[src/rtl/ravan_stream_core.sv]
// Iterated add-rotate block cipher with an on-chip round-key schedule and valid/ready streaming.
// Build option: define RAVAN_KEY_CHECK_EN to reject the all-zero key and raise a sticky key_error.
module ravan_stream_core #(
  parameter int DATA_W = 64,
  parameter int KEY_W  = 512,
  parameter int ROUNDS = 8,
  parameter int ROT    = 3
) (
  input  logic              clk,
  input  logic              rst,
  input  logic              key_valid,
  output logic              key_ready,
  input  logic [KEY_W-1:0]  key,
  input  logic              in_valid,
  output logic              in_ready,
  input  logic              in_mode,
  input  logic [DATA_W-1:0] in_data,
  output logic              out_valid,
  input  logic              out_ready,
  output logic [DATA_W-1:0] out_data,
  output logic              out_mode,
  output logic              busy,
  output logic              key_error
);
  localparam int CNT_W = (ROUNDS > 1) ? $clog2(ROUNDS) : 1;
  localparam logic [CNT_W-1:0] LAST = CNT_W'(ROUNDS - 1);

  typedef enum logic [2:0] {IDLE, KEYSCHED, READY, BUSY, DONE} state_t;

  state_t            state_q;
  logic [CNT_W-1:0]  cnt_q;
  logic              out_valid_q;
  logic [DATA_W-1:0] out_data_q;
  logic              out_mode_q;
  logic [KEY_W-1:0]  key_q;
  logic [DATA_W-1:0] rk_q [ROUNDS];
  logic [DATA_W-1:0] x_q;
  logic [DATA_W-1:0] x_d;
  logic              mode_q;
  logic [CNT_W-1:0]  ridx;
  logic              key_hs;
  logic              in_hs;
  logic              key_bad;

  function automatic logic [DATA_W-1:0] rotl(input logic [DATA_W-1:0] v);
    return (v << ROT) | (v >> (DATA_W - ROT));
  endfunction

  function automatic logic [DATA_W-1:0] rotr(input logic [DATA_W-1:0] v);
    return (v >> ROT) | (v << (DATA_W - ROT));
  endfunction

  // Rotating the key right by one word each schedule cycle presents word (i mod N) at the bottom.
  function automatic logic [KEY_W-1:0] key_rot(input logic [KEY_W-1:0] v);
    return (v >> DATA_W) | (v << (KEY_W - DATA_W));
  endfunction

  assign key_ready = (state_q == IDLE) || (state_q == READY);
  assign in_ready  = (state_q == READY) && !key_valid;
  assign busy      = (state_q != IDLE) && (state_q != READY);
  assign key_hs    = key_valid && key_ready;
  assign in_hs     = in_valid && in_ready;
  assign out_valid = out_valid_q;
  assign out_data  = out_data_q;
  assign out_mode  = out_mode_q;

`ifdef RAVAN_KEY_CHECK_EN
  logic key_error_q;
  assign key_bad   = (key == '0);
  assign key_error = key_error_q;
`else
  assign key_bad   = 1'b0;
  assign key_error = 1'b0;
`endif

  // Decrypt walks the schedule backwards and undoes each add-rotate step.
  always_comb begin
    ridx = mode_q ? cnt_q : (LAST - cnt_q);
    if (mode_q) x_d = rotl(x_q + rk_q[ridx]);
    else        x_d = rotr(x_q) - rk_q[ridx];
  end

  always_ff @(posedge clk) begin
    if (!rst) begin
      state_q     <= IDLE;
      cnt_q       <= '0;
      out_valid_q <= 1'b0;
      out_data_q  <= '0;
      out_mode_q  <= 1'b0;
`ifdef RAVAN_KEY_CHECK_EN
      key_error_q <= 1'b0;
`endif
    end else begin
      case (state_q)
        IDLE, READY: begin
          if (key_hs) begin
            cnt_q   <= '0;
            state_q <= key_bad ? IDLE : KEYSCHED;
`ifdef RAVAN_KEY_CHECK_EN
            key_error_q <= key_bad;
`endif
          end else if (in_hs) begin
            cnt_q   <= '0;
            state_q <= BUSY;
          end
        end
        KEYSCHED: begin
          if (cnt_q == LAST) begin
            cnt_q   <= '0;
            state_q <= READY;
          end else begin
            cnt_q <= cnt_q + CNT_W'(1);
          end
        end
        BUSY: begin
          if (cnt_q == LAST) begin
            cnt_q       <= '0;
            state_q     <= DONE;
            out_valid_q <= 1'b1;
            out_data_q  <= x_d;
            out_mode_q  <= mode_q;
          end else begin
            cnt_q <= cnt_q + CNT_W'(1);
          end
        end
        DONE: begin
          if (out_ready) begin
            out_valid_q <= 1'b0;
            state_q     <= READY;
          end
        end
        default: state_q <= IDLE;
      endcase
    end
  end

  always_ff @(posedge clk) begin
    if (key_hs) begin
      key_q <= key;
    end else if (state_q == KEYSCHED) begin
      rk_q[cnt_q] <= key_q[DATA_W-1:0] ^ DATA_W'(cnt_q);
      key_q       <= key_rot(key_q);
    end
    if (in_hs) begin
      x_q    <= in_data;
      mode_q <= in_mode;
    end else if (state_q == BUSY) begin
      x_q <= x_d;
    end
  end
endmodule

[config.mk]
export PLATFORM = sky130hd
export DESIGN_NAME = ravan_stream_core
export DESIGN_NICKNAME = d
export VERILOG_FILES = /design/src/rtl/ravan_stream_core.sv
export SDC_FILE = /design/constraint.sdc
export NUM_CORES = 2
export LEC_CHECK = 0
export CAP_MARGIN = 10
export CORE_UTILIZATION = 42
export DETAILED_ROUTE_END_ITERATION = 16
export PLACE_DENSITY = 0.62
export SYNTH_ARGS = -nofsm -noshare
export SYNTH_HDL_FRONTEND = slang
export SYNTH_SLANG_ARGS = --single-unit
[constraint.sdc]
create_clock -name clk -period 70.1 [get_ports clk]
set_clock_uncertainty 0.15 [all_clocks]
set_input_delay 10.515 -clock clk [delete_from_list [all_inputs] [get_ports clk]]
set_output_delay 10.515 -clock clk [all_outputs]
set_load 0.03 [all_outputs]
# Word-level counts from Yosys, hierarchy flattened
# Memories as Yosys holds them, arrays and structs flattened.
# Index checks and enable logic that the tools add are counted.
# Widths: inputs -> output; s select.
op_classes:
  add_sub_neg: 4
  n_mul: 0
  div: 0
  n_lt_le_gt_ge: 0
  eq_ne: 10
  shifts: 0
  n_mux: 22
  bitwise: 4
  n_reduce_logical: 18
ops:
  columns: ["operator", "n"]
  rows:
  - ["$mux 512", 2]
  - ["$or 448x512->512", 1]
  - ["$mux 64", 3]
  - ["$add 64x64->64", 1]
  - ["$or 61x64->64", 1]
  - ["$or 64x3->64", 1]
  - ["$sub 64x64->64", 1]
  - ["$xor 64x3->64", 1]
  - ["$mux 3", 9]
  - ["$pmux 3 s4", 1]
  - ["$reduce_bool 2->1", 4]
  - ["$eq 3x2->1 const B", 2]
  - ["$eq 3x3->1 const B", 2]
  - ["$ne 2x2->1 const B", 3]
  - ["$pmux 3 s2", 1]
  - ["$mux 1", 5]
  - ["$logic_and 1x1->1", 4]
  - ["$reduce_and 2->1", 2]
  - ["$reduce_and 4->1", 1]
  - ["$reduce_or 2->1", 2]
  - ["$add 3x1->3 const B", 1]
  - ["$eq 3x1->1 const B", 1]
  - ["$logic_not 3->1", 1]
  - ["$ne 3x2->1 const B", 1]
  - ["7 further kinds", 7]
totals:
  regBits: 649
  latchBits: 0
  ram_bits: 512
  rom_bits: 0
  in_bits: 582
  out_inout_bits: 70
  n_memories: 1
mem_list:
  columns: ["memory", "words", "word_bits", "read_ports", "rd_ports_with_merged_regs", "write_ports", "line", "text"]
  rows:
  - ["rk_q", 8, 64, 1, 0, 1, "36", "logic [DATA_W-1:0] rk_q [ROUNDS];"]

# Logic depth before layout (Yosys ltp)
# An unclocked memory read counts as a cell.
depth:
  depth_word: 8
  mapped_depth: 20
  mapped_depth_nobuf: 16

# Worst setup path after synthesis
# OpenSTA, ideal clock, no wires.
synth_timing:
  kind: "in2reg"
  start: "input key_valid"
  end: "register key_q[0], enable pin"
  setup_ps: 1398
  arrival_time_ps: 31755
  required_ps: 68552
  slack_ps: 36798
  path_stages: 2
  path_cell_list: "mux2i_1 -> nor2_1"
synth_via:
  elab_chain_cells: 2
synth_rtl:
  columns: ["item", "line", "text"]
  rows:
  - ["start, declared", "11", "input logic key_valid,"]
  - ["$logic_and 1x1->1", "61", "assign key_hs = key_valid && key_ready;"]
  - ["$reduce_bool 2->1 (no line)", null, null]
  - ["end signal, assigned", "139", "key_q <= key;"]
  - ["end signal, assigned", "142", "key_q <= key_rot(key_q);"]
  - ["end, declared", "35", "logic [KEY_W-1:0] key_q;"]
# No other way between the ends.
# A chain may end at the register's enable or synchronous reset.

# Worst setup path in the final report
layout_timing:
  start: "input key_valid"
  end: "output in_ready"
layout_via:
  elab_chain_cells: 2
layout_rtl:
  columns: ["item", "line", "text"]
  rows:
  - ["$logic_not 1->1", "59", "assign in_ready = (state_q == READY) && !key_valid;"]
  - ["$logic_and 1x1->1", "59", null]
  - ["end, declared", "15", "output logic in_ready,"]
# No other way between the ends.

==> flow_summary.toml <==
[power_and_ir_drop]
vdd_ir_drop_max_mv = 0.0228
p_leak_nw = 23.2
p_per_area_nw_per_um2 = 28.3

[worst_setup_path]
end_kind = "output port"
r2r-start = "mode_q"
crit_start = "key_valid"
cp.required_ns = 59.44
arrival_ns = 12.16
crit_type = "in -> out"
startpoint_type = "input port"
path_max_fanout = 5

[final_layout]
area_growth_pct = 22.8
instances_no_fill = 6164
nets = 5047
num-fill-cells = 10900
layout-drive-gt1-share_pct = 21.7
postLayoutCoreUtil_pct = 52.2

[synthesis]
synthesis.nets = 4420
synth-edff-count = 1089
synth_most_common_cell = "edfxtp_1"
synth_common_cells = "1089 x edfxtp_1, 583 x mux2_2, 236 x a21oi_1"
synth_top_area_share_pct = 60.0
ys_ff_latch = 1161
synth-xor-area-share_pct = 1.77
syn_area_um2 = 54500
synth_mux_area_share_pct = 17.6
synth-simple-area-share_pct = 4.85
synth_top_family_by_area = "multiplexers"
async_reset_ff_share_pct = 0
yosysSeqAreaShare_pct = 62.6
synth_top_cells_by_area = "edfxtp_1 60%, mux2_2 12%, mux4_2 5.3%, ha_1 3.2%, dfxtp_1 2.6%"
synth_ff_type = "edfxtp_1"
postSynthAreaPerCell_um2 = 14.7
ys_warn_count = 0
synth_top_area_cell = "edfxtp_1"
yosys.cell_types.count = 79
synth_cells = 3697
synth-compound-area-share_pct = 7.89
synth_fa_ha_area_share_pct = 3.26

[sta]
period_share_pct = 32.6
layout_setup_ws_ns = 47.28
worst_pin_slew_ns = 1.20
slew_violations = 0
tns_ns = 0
finalHoldViolCount = 0
slew_headroom_pct = 17.8
fin_crit_ns = 22.82
whs_ns = 0.304
fmax_mhz = 43.8
setup_viol = 0
rsz0062_at_grt = "no"

[routing]
drt_pass1_iterations = 6
viasPerCell = 5.53
wl_per_cell_um = 25.0
drt_iter0_drc = 2891
wirelength_mm = 154
ant_nets = 0
route.vias.total = 34100
drc = 0

[global_route]
gr-total-overflow = 0
grt_max_degree = 181
grt_pass1_vias = 34000
grt_pass1_wl_mm = 223
antenna_found_initial = 37
track_usage_pct = 23.0

[floorplanning]
start_util_pct = 42.5
dieArea_um2 = 131000
fp-row-count = 131
core-area_um2 = 128000
die_x_um = 362
die_y_um = 362
ios = 652

[clock_network]
cts_max_path_buffers = 3
numCtsBuffers = 121
cts_tree = "done"
clkSinkCount = 1161
root_buffer = "clkbuf_16"
htreeDepth = 3
post_cts_buffers = 0
clk_latency_ns = 0.74
cts-resized-gates = 0
cts_hold_buffers = 0
clk_pin_slew_ns = 0.06

[run]
maxCapViolations = 0

[placed_design]
preCtsSetupSlack_ns = 47.28
place.gp.congestion = 0.903
hpwl_mm = 109
portBuffers = 650
placed_cells = 5930

[min_path]
hold_path.class = "reg -> reg"
min_from = "out_data[20]"

[run_status]
status = "complete, no violations"
-- path summary, 6_finish.rpt --
path / endpoint / slack (ns) / depth (start not counted)
setup / recovery: in_ready / 47.28 / 3
hold / removal: out_data[20] / 0.30 / 2
setup reg to reg: x_q[58] / 63.09 / 15
hold reg to reg: out_data[20] / 0.30 / 2
-- layout make-up --
type | instances | area [µm²] | share of cell area, %
Clock buffer | 143 | 3150 | 4.71
Timing Repair Buffer | 690 | 6840 | 10.2
Antenna cell | 11 | 27.5 | 0.0411
Inverter | 99 | 372 | 0.555
Sequential cell | 1161 | 34100 | 51.0
Multi-Input combinational cell | 2251 | 19400 | 29.0
Tap cell | 1729 | 2160 | 3.23
Clock inverter | 80 | 821 | 1.23
-- power by group --
part	internal [mW]	leakage, nW	switching, mW
logic	0.160	10.4	0.187
registers	0.857	10.9	0.0415
clock network	0.367	1.94	0.278
total	1.38	23.2	0.507
-- sequential cells by signal, summed over array words and instances, names as in the netlist --
name / flops
key_q: 512
out_mode: 1
mode_q: 1
x_q: 64
cnt_q: 3
out_valid: 1
out_data: 64
state_q: 3
rk_q: 512
-- per-stage QoR --
step           total power [mW]  cell area (µm²)
6_report                   1.89            66900
5_1_grt                    1.97            66900
4_1_cts                    1.91            66900
3_5_place_dp               1.26            62900
3_3_place_gp               1.25            62900
2_1_floorplan              1.15            54500
-- cells in the final DEF, fill, tap and decap left out, drive strengths merged, types with 42 or more instances in the layout --
cell type      synthesis  final
mux4                 128    128
clkdlybuf4s50          0    650
edfxtp              1089   1089
ha                   139    139
a21o                  78     78
o21ai                146    146
dfxtp                 72     72
inv                   98    106
a21oi                236    236
nand2                192    192
xnor2                 73     73
clkbuf               156    143
mux2                 583    583
clkinv                 1     56
nor2                 196    196
nand4                 42     42
-- critical path, cell delays in order --
cell,delay (ns)
clkdlybuf4s50_1,0.50
nor3_1,0.39
clkdlybuf4s50_1,0.75
-- kinds of logic after synthesis --
family,count (synthesis)
multiplexers,726
adder cells (fa/ha/maj),141
buffers and inverters,285
AO/OA/AOI/OAI,690
AND/OR/NAND/NOR,583
XOR/XNOR,110
other,1
flip-flops,1161
-- per-layer routing --
metal	share of wire, %	track usage (%)
met1	44	31.9
met2	46	36.3
met3	7.1	5.74
met4	2.4	5.69
met5	0.20	0
Power figures use the tool's default switching activity.
